$ cat src/rtl/io_pkg.sv
// ----------------------------------------------------------------------------
// io_pkg
//   Definitions shared by the memory-mapped I/O blocks (switch reader, LED
//   driver). It holds the byte-lane decode constants and the status word bit
//   positions, plus a helper that zero-extends a byte lane onto the bus.
//   It has no ports.
// ----------------------------------------------------------------------------
package io_pkg;

   // Lane select values; the LED block decodes the same addresses.
   localparam logic [1:0] SW_LANE0  = 2'b00;
   localparam logic [1:0] SW_LANE1  = 2'b01;
   localparam logic [1:0] SW_LANE2  = 2'b10;
   localparam logic [1:0] SW_STATUS = 2'b11;

   // Bit positions inside the status word.
   localparam int STATUS_PENDING_BIT = 0;
   localparam int STATUS_LEVEL_BIT   = 1;

   // Places a byte lane on the 16-bit read bus with the upper byte zero.
   function automatic logic [15:0] lane_word(input logic [7:0] b);
      return {8'h00, b};
   endfunction

endpackage

$ cat src/rtl/switch_reader_debouncer.sv
// ----------------------------------------------------------------------------
// switch_reader_debouncer
//   Synchronises an asynchronous input vector with two flops, then accepts a
//   new value only after it has held steady for DEBOUNCE_CYCLES clocks. The
//   whole vector shares one counter, so a change on any bit restarts the wait.
//
//   Ports
//     clock     system clock
//     reset     asynchronous, active-high reset
//     raw_i     raw asynchronous input vector (WIDTH bits)
//     stable_o  debounced value (WIDTH bits), resets to 0
// ----------------------------------------------------------------------------
module switch_reader_debouncer #(
   parameter int WIDTH           = 1,
   parameter int DEBOUNCE_CYCLES = 1000000,
   parameter int CNT_W           = 20
) (
   input  logic             clock,
   input  logic             reset,
   input  logic [WIDTH-1:0] raw_i,
   output logic [WIDTH-1:0] stable_o
);

   localparam logic [CNT_W-1:0] CNT_MAX  = CNT_W'(DEBOUNCE_CYCLES);
   localparam logic [CNT_W-1:0] CNT_LOAD = CNT_W'(DEBOUNCE_CYCLES - 1);

   logic [WIDTH-1:0] sync1_q, sync2_q;
   logic [WIDTH-1:0] stable_q, stable_d;
   logic [CNT_W-1:0] cnt_q, cnt_d;

   // sync2_q is the synchronised vector. sync1_q is the sample that it takes
   // on the next edge. Comparing the two detects a change one cycle earlier
   // than adding a third "previous sample" register would. That earlier
   // detection gives the acceptance latency of DEBOUNCE_CYCLES+2 after an
   // input change.
   always_comb begin
      cnt_d    = cnt_q;
      stable_d = stable_q;
      if (sync1_q != sync2_q) begin
         cnt_d = '0;
      end else begin
         if (cnt_q != CNT_MAX) cnt_d = cnt_q + CNT_W'(1);
         // Loads once per stable run. After this the counter saturates
         // above CNT_LOAD, so the register does not reload.
         if (cnt_q == CNT_LOAD) stable_d = sync2_q;
      end
   end

   always_ff @(posedge clock or posedge reset) begin
      if (reset) begin
         sync1_q  <= '0;
         sync2_q  <= '0;
         cnt_q    <= '0;
         stable_q <= '0;
      end else begin
         sync1_q  <= raw_i;
         sync2_q  <= sync1_q;
         cnt_q    <= cnt_d;
         stable_q <= stable_d;
      end
   end

   assign stable_o = stable_q;

endmodule

$ cat src/rtl/switch_reader.sv
// ----------------------------------------------------------------------------
// switch_reader
//   CPU I/O-bus input peripheral. It debounces 24 board switches and a confirm
//   button, and shows the switches as three byte lanes. A status word holds
//   the button level and a sticky "confirm pressed" flag (pending). A status
//   read clears pending. When a new press arrives in the same cycle, the set
//   wins over the clear.
//
//   Build option: define SWITCH_IRQ_EN to add the irq output. irq is a
//   registered copy of pending.
//
//   Ports
//     clock        system clock
//     reset        asynchronous, active-high reset
//     SwitchCtrl   peripheral select from the address decoder
//     ioRead       CPU I/O read strobe
//     switchAddr   lane select: 00/01/10 switch bytes, 11 status
//     switches     raw board switches (24, asynchronous)
//     confirm_btn  raw confirm button (active-high, asynchronous, bouncy)
//     read_data    16-bit read data; zero when this block is not being read
//     irq          (SWITCH_IRQ_EN only) confirm-press interrupt, equals pending
// ----------------------------------------------------------------------------
module switch_reader
   import io_pkg::*;
#(
   parameter int DEBOUNCE_CYCLES = 1000000,
   parameter int CNT_W           = 20
) (
   input  logic        clock,
   input  logic        reset,
   input  logic        SwitchCtrl,
   input  logic        ioRead,
   input  logic [1:0]  switchAddr,
   input  logic [23:0] switches,
   input  logic        confirm_btn,
`ifdef SWITCH_IRQ_EN
   output logic        irq,
`endif
   output logic [15:0] read_data
);

   logic [23:0] sw_stable;
   logic        btn_stable;
   logic        btn_prev_q;
   logic        pending_q, pending_d;
   logic        rd_access;
   logic        status_rd;
   logic        btn_rise;

   switch_reader_debouncer #(
      .WIDTH          (24),
      .DEBOUNCE_CYCLES(DEBOUNCE_CYCLES),
      .CNT_W          (CNT_W)
   ) u_sw_db (
      .clock   (clock),
      .reset   (reset),
      .raw_i   (switches),
      .stable_o(sw_stable)
   );

   switch_reader_debouncer #(
      .WIDTH          (1),
      .DEBOUNCE_CYCLES(DEBOUNCE_CYCLES),
      .CNT_W          (CNT_W)
   ) u_btn_db (
      .clock   (clock),
      .reset   (reset),
      .raw_i   (confirm_btn),
      .stable_o(btn_stable)
   );

   assign rd_access = SwitchCtrl & ioRead;
   assign status_rd = rd_access & (switchAddr == SW_STATUS);
   assign btn_rise  = btn_stable & ~btn_prev_q;

   // A read held over several cycles clears pending only once, because only
   // a new rising edge can set it again. Set has priority, so a press that
   // lands on a clearing read is kept.
   assign pending_d = btn_rise | (pending_q & ~status_rd);

   always_ff @(posedge clock or posedge reset) begin
      if (reset) begin
         btn_prev_q <= 1'b0;
         pending_q  <= 1'b0;
      end else begin
         btn_prev_q <= btn_stable;
         pending_q  <= pending_d;
      end
   end

`ifdef SWITCH_IRQ_EN
   assign irq = pending_q;
`endif

   // The read mux outputs zero when this block is not selected, so its
   // output can be ORed onto the shared read bus. A status read returns the
   // value of pending from before the clear.
   always_comb begin
      read_data = 16'h0000;
      if (rd_access) begin
         unique case (switchAddr)
            SW_LANE0: read_data = lane_word(sw_stable[7:0]);
            SW_LANE1: read_data = lane_word(sw_stable[15:8]);
            SW_LANE2: read_data = lane_word(sw_stable[23:16]);
            SW_STATUS: begin
               read_data[STATUS_PENDING_BIT] = pending_q;
               read_data[STATUS_LEVEL_BIT]   = btn_stable;
            end
            default: read_data = 16'h0000;
         endcase
      end
   end

endmodule

$ cat config.mk
export PLATFORM = sky130hd
export DESIGN_NAME = switch_reader
export DESIGN_NICKNAME = d
export VERILOG_FILES = /design/src/rtl/io_pkg.sv /design/src/rtl/switch_reader_debouncer.sv /design/src/rtl/switch_reader.sv
export SDC_FILE = /design/constraint.sdc
export NUM_CORES = 1
export LEC_CHECK = 0
export BUFFER_PORTS_ARGS = -buffer_cell sky130_fd_sc_hd__buf_4
export CAP_MARGIN = 10
export CORE_MARGIN = 5
export CORE_UTILIZATION = 45
export CTS_CLUSTER_SIZE = 40
export DETAILED_ROUTE_END_ITERATION = 8
export GPL_TIMING_DRIVEN = 0
export MAX_ROUTING_LAYER = met4
export PLACE_DENSITY = 0.65
export SLEW_MARGIN = 10
export SYNTH_ARGS = -nofsm -noshare
export SYNTH_HDL_FRONTEND = slang
export SYNTH_SLANG_ARGS = --single-unit
export TNS_END_PERCENT = 10
$ cat constraint.sdc
create_clock -name clock -period 3.4 [get_ports clock]
set_input_delay 0.51 -clock clock [delete_from_list [all_inputs] [get_ports clock]]
set_output_delay 0.51 -clock clock [all_outputs]
set_load 0.01 [all_outputs]
==> results.txt, run 1 <==
Outcome: complete, no violations
#FFs+latches synth: 117
Final setup viols: 0
Setup Skew: 7.17 ps
Die X: 114 um
Most common cell after layout, fill and taps aside: dfrtp_1
Num CTS Buffers: 17
Post-synthesis async set-or-reset flop share: 100%
DRC errors left: 0
Sink Count: 117
First-pass detailed-route iteration total: 4
Grt peak-use layer: met2
Least-Margin Pin Slew: 944 ps
Die ar.: 0.0130 mm2
CP peak stage delay: 530 ps
Clk pin slew, worst setup/hold paths: 60 ps
Port bufs: 36
Share of cells above drive strength 1: 23.7%
HPWL Detailed: 6040 um
Grt total ovfl: 0
Vias in the first global route: 3211
CTS tree: done
Area share of the largest cell type after synthesis: 60.2%
CP Cell Sequence: or4b_1, nor4_1, nand3b_1, nor3_4, buf_6, mux2_2
P per Cell Area: 548 mW/mm2
Met2 usage: 23.0%
Max VDD drop: 0.390 mV
Clk Latency, worst-skew pair: 510 ps
Wire length per cell: 14.4 um
Cell area after synthesis: 0.00486 mm2
Synth Flop Type: dfrtp_1
Initial antenna violation count: 0
Synth warn: 0
Fin crit period: 2630 ps
Via count: 3081
Clk root buf: clkbuf_8
Core Region: 0.0107 mm2
Setup crit end kind: flop
CP delay by family, top: simple AND/OR/NAND/NOR gates
Post-synthesis cell type count: 35
Avg Inst Size Synth: 12.1 um2
Max-slew violation count: 0
H-tree levels: 4
Vias per cell: 4.96
Post-CTS Resized: 0
Max cap viols: 0
Worst hold slack: 52.7 ps
Post-synth EDFFs: 0
Chip Height: 114 um
Dominant cells by area after synthesis: dfrtp_1 60%, xor2_1 8.6%, mux2_2 5.6%, nor2_1 4.6%, xnor2_1 2.3%
Post-synth top area cell: dfrtp_1
F_max: 0.380 GHz
Final Hold Vio Count: 0
Cts-stage hold buffer count: 0
Final period util: 77.4%
Slowest-stage cell, CP: or4b_1
Unrepaired setup endpoints after global routing: no
Site Rows: 38
Worst Setup Start Kind: flop
N_diodes: 0
GRT Total Usage: 15.8%
Critical path class: flop to flop
I/O Pins: 47
Worst Path Arrival: 3020 ps
Final #Nets: 503
Relative slew margins: 36.5%
Initial Utilization: 45.5%
Met3 Use GR: 5.36%
Seq/Total Area, Yosys: 60.2%
CP Buf/Inv Count: 1
Critical Path Fanout Max: 10
Cells after synthesis: 403
WL final: 8960 um
Leakage Power: 2.67 nW
RePlAce Congestion: 0.829
HP Class: primary input to asynchronous set/reset pin
Postcts setup bufs: 0
Clock Path Buffers: 2
Detail Route Antenna Nets: 0
Global-route wire length before repair: 15600 um
Fill cell count: 893
GR Util met1: 21.0%
Area grow syn2layout: 22.6%
Largest net degree at the start of global routing: 38
CP required: 3790 ps
Starting DRT DRC Count: 116
Sum Neg Setup Slack: 0 ps
Most frequent cells in the layout: 117 x dfrtp_1, 60 x nor2_1, 48 x xor2_1
==> worst paths after layout <==
check	start	endpoint	slack, ps	cells after the start
max in group asynchronous	reset	u_sw_db.stable_o[16]$_DFFE_PP0P_	2590	4
setup reg to reg	u_sw_db.cnt_q[7]$_DFFE_PP0P_	u_sw_db.stable_o[11]$_DFFE_PP0P_	770	6
setup / recovery	u_sw_db.cnt_q[7]$_DFFE_PP0P_	u_sw_db.stable_o[11]$_DFFE_PP0P_	770	6
min in group clock	switches[17]	u_sw_db.sync1_q[17]$_DFF_PP0_	100	1
hold reg to reg	u_sw_db.sync1_q[18]$_DFF_PP0_	u_sw_db.sync2_q[18]$_DFF_PP0_	390	0
hold / removal	reset	u_sw_db.sync1_q[9]$_DFF_PP0_	50	2
==> cell families after synthesis <==
| family | share of synthesized area [%] |
|---|---|
| buffers and inverters | 3.01 |
| adder cells (fa/ha/maj) | 1.03 |
| AO/OA/AOI/OAI | 1.23 |
| XOR/XNOR | 11.0 |
| other | 0.0771 |
| AND/OR/NAND/NOR | 15.4 |
| flip-flops | 60.2 |
| multiplexers | 8.13 |
==> per-layer routing <==
layer / up-vias / routed length (um)
met5: - / 0
met4: 0 / 67
met3: 6 / 347
met2: 62 / 4280
met1: 1530 / 4260
li1: 1483 / -
==> per-stage QoR <==
step                cell area, um2  power (mW)  util [%]  instances  setup WS, ps
floorplan                     4890        1.56         -        410          1170
global placement              5340        1.61      49.9        586           760
detailed placement            5400        1.62      50.5        589           758
CTS                           5970        3.30      55.8        621           748
global route                  5970        3.40      55.8        621           628
finish                        5970        3.27      55.8        621           767
==> where the power goes <==
part	switching [mW]	internal (mW)	leakage, nW
registers	0.0297	1.43	1.52
clock network	0.619	1.06	0.263
logic	0.0721	0.0608	0.888
==> final cells by class <==
| class | count | area (um2) | share of cell area [%] |
|---|---|---|---|
| clock buffer | 20 | 435 | 7.30 |
| tap | 140 | 175 | 2.94 |
| timing repair buffer | 39 | 330 | 5.54 |
| buffer | 19 | 116 | 1.95 |
| sequential | 117 | 2930 | 49.1 |
| multi-input combinational | 266 | 1820 | 30.5 |
| clock inverter | 12 | 130 | 2.18 |
| inverter | 8 | 33.8 | 0.566 |
==> synth_stat cells, types with 3 or more instances <==
master and number:
dfrtp_1 117, nor2_1 60, xor2_1 48, mux2_2 24, nand2_1 17, nand3_1 16, xnor2_1 13, nor4_1 12
a21oi_1 10, nand4_1 10, buf_4 8, clkbuf_1 8, inv_1 8, mux2i_1 8, and3_1 5, nor3_1 5
ha_1 4, nand2b_1 3, nor2b_1 3
==> sequential cells by signal, indices dropped and copies added (netlist names) <==
name / cells
u_btn_db.cnt_q: 20
u_btn_db.stable_o: 1
u_sw_db.stable_o: 24
u_btn_db.sync2_q: 1
pending_q: 1
btn_prev_q: 1
u_btn_db.sync1_q: 1
u_sw_db.sync1_q: 24
u_sw_db.cnt_q: 20
u_sw_db.sync2_q: 24
(Power assumes the default switching activity.)
==> run 2, diff against run 1 <==
==> constraint.sdc (replaced) <==
create_clock -name clock -period 2.2 [get_ports clock]
set_input_delay 0.33 -clock clock [delete_from_list [all_inputs] [get_ports clock]]
set_output_delay 0.33 -clock clock [all_outputs]
set_load 0.01 [all_outputs]
==> run 2 against run 1 <==
The run now ends with negative setup slack left; non-clock buffer count rose by 38; count of clock-buffer cells in the layout did not move; power rose by 56%; combinational power rose by 83%; die area did not move; utilization rose by 4.5 points; critical path type unchanged.
==> results.txt, run 2 (synthesized netlist as in run 1, its figures left out) <==
Max cap viols: 0 (unchanged)
Sink Count: 117 (unchanged)
Grt total ovfl: 0 (unchanged)
Starting DRT DRC Count: 130 (+12%)
Fill cell count: 828 (-7.3%)
Num CTS Buffers: 17 (unchanged)
Site Rows: 38 (unchanged)
H-tree levels: 4 (unchanged)
Worst slack, placed: -442 ps (-1200 ps)
Clk root buf: clkbuf_8
Area grow syn2layout: 32.6%
Clk pin slew, worst setup/hold paths: 60 ps (about the same)
Critical Path Fanout Max: 5 (-5)
Via count: 3278 (+6.4%)
Unrepaired setup endpoints after global routing: yes
CP delay by family, top: simple AND/OR/NAND/NOR gates
GRT Total Usage: 16.9% (+1.1 points)
CTS tree: done
Setup Skew: 5.83 ps (-1.34 ps)
Fin cells: 659 (+6.1%)
F_max: 0.424 GHz (+12%)
Wire length per cell: 14.9 um (+3.6%)
Placed cell count: 589 (unchanged)
DRC errors left: 0 (unchanged)
Share of cells above drive strength 1: 25.4% (+1.7 points)
N_diodes: 0 (unchanged)
Setup crit end kind: flop
Outcome: complete, but fails checks
HPWL Detailed: 6040 um (unchanged)
Most common cell after layout, fill and taps aside: dfrtp_1
Leakage Power: 2.89 nW (+8.1%)
Sum Neg Setup Slack: -3350 ps (-3350 ps)
Slowest-stage cell, CP: or4b_4
CP required: 2590 ps (-1200 ps)
Vias per cell: 4.97 (+0.26%)
Initial antenna violation count: 0 (unchanged)
Least-Margin Pin Slew: 812 ps (-132 ps)
Fin crit period: 2360 ps (-272 ps)
CP peak stage delay: 540 ps (about the same)
Max-slew violation count: 0 (unchanged)
Chip Height: 114 um (unchanged)
CP Buf/Inv Count: 2 (+1)
WL final: 9850 um (+10%)
Critical path class: flop to flop
CP Cell Sequence: or4b_4, nor4_4, nand3b_1, nor3_4, buf_6, buf_8, mux2_4
I/O Pins: 47 (unchanged)
P per Cell Area: 791 mW/mm2 (+44%)
Port bufs: 36 (unchanged)
First-pass detailed-route iteration total: 4 (unchanged)
Global-route wire length before repair: 16700 um (+6.9%)
Largest net degree at the start of global routing: 38 (unchanged)
RePlAce Congestion: 0.829 (unchanged)
Clock Path Buffers: 2 (unchanged)
Die X: 114 um (unchanged)
Die ar.: 0.0130 mm2 (unchanged)
Initial Utilization: 45.5% (unchanged)
Relative slew margins: 45.4% (+8.9 points)
Most frequent cells in the layout: 116 x dfrtp_1, 60 x nor2_1, 51 x buf_4
HP Class: primary input to flop
Final setup viols: 24 (+24)
Worst Setup Slack, final: -161 ps (-928 ps)
Worst Setup Start Kind: flop
Worst Path Arrival: 2760 ps (-260 ps)
Core Region: 0.0107 mm2 (unchanged)
Clk Latency, worst-skew pair: 510 ps (about the same)
Final period util: 107% (+30 points)
Failing checks: negative setup slack
Final Hold Vio Count: 0 (unchanged)
Vias in the first global route: 3435 (+7.0%)
Detail Route Antenna Nets: 0 (unchanged)
Max VDD drop: 0.605 mV (+55%)
Final #Nets: 541 (+7.6%)
-- run 2: cell types whose count changed in the layout (fill, tap and decap cells not counted), moves of 2 or more --
cell | before | now
buf_4 | 44 | 51
or4b_4 | 0 | 2
buf_8 | 0 | 3
dlygate4sd3_1 | 0 | 26
mux2_4 | 0 | 19
or4b_1 | 2 | 0
mux2_2 | 24 | 5
nor4_1 | 12 | 10
-- run 2: metal layers --
layer	vias to the layer above	GRT usage [%]	share of wire, %
li1	1558	-	-
met1	1630	21.8	46
met2	77	25.2	49
met3	13	5.68	4.0
met4	0	5.94	1.5
met5	-	-	0
-- run 2: layout make-up --
class                      count  area, um2  area share, %
clock buffer                  20        435           6.75
sequential                   117       2930           45.4
tap                          140        175           2.72
timing repair buffer          77        699           10.8
multi-input combinational    266       1920           29.8
inverter                       8       33.8          0.524
buffer                        19        124           1.92
clock inverter                12        130           2.02
-- run 2: what timing repair did --
item / in CTS / in global routing
endpoints found under the hold margin: 47 / 0
pin swaps: 3 / 4
cloned: 2 / 0
setup buffers: 8 / 2
resized for setup: 27 / 8
setup endpoints to repair: 27 / 47
hold buffers: 26 / 0
-- run 2: per-stage QoR --
step | hold WS (ps) | instance area [um2] | util [%] | power [mW]
floorplan | 361 | 4890 | - | 2.41
global placement | 376 | 5340 | 49.9 | 2.49
detailed placement | 380 | 5400 | 50.5 | 2.51
CTS | 346 | 6400 | 59.9 | 5.14
global route | 400 | 6450 | 60.3 | 5.29
finish | 388 | 6450 | 60.3 | 5.10
-- run 2: report_power, final --
part           switching (mW)  internal, mW
Clock                   0.964          1.64
Sequential             0.0466          2.21
Combinational           0.120         0.125
-- run 2: worst paths after layout --
kind | startpoint | endpoint | slack [ps] | depth (start not counted)
max | u_sw_db.cnt_q[12]$_DFFE_PP0P_ | u_sw_db.stable_o[11]$_DFFE_PP0P_ | -160 | 7
min | switchAddr[0] | pending_q$_DFF_PP0_ | 390 | 4
max reg2reg | u_sw_db.cnt_q[12]$_DFFE_PP0P_ | u_sw_db.stable_o[11]$_DFFE_PP0P_ | -160 | 7
min reg2reg | u_sw_db.sync1_q[3]$_DFF_PP0_ | u_sw_db.sync2_q[3]$_DFF_PP0_ | 390 | 0
max in group asynchronous | reset | u_sw_db.cnt_q[11]$_DFFE_PP0P_ | 1020 | 5
min in group asynchronous | reset | u_btn_db.cnt_q[1]$_DFFE_PP0P_ | 420 | 3
-- run 2: worst reg2reg max path: cells and delay by family, from the launching register on --
family / cells / cell delay [ps]
and+or+nand+nor: 4 / 1240
DFF: 1 / 410
muxes: 1 / 310
buffers and inverters: 2 / 300
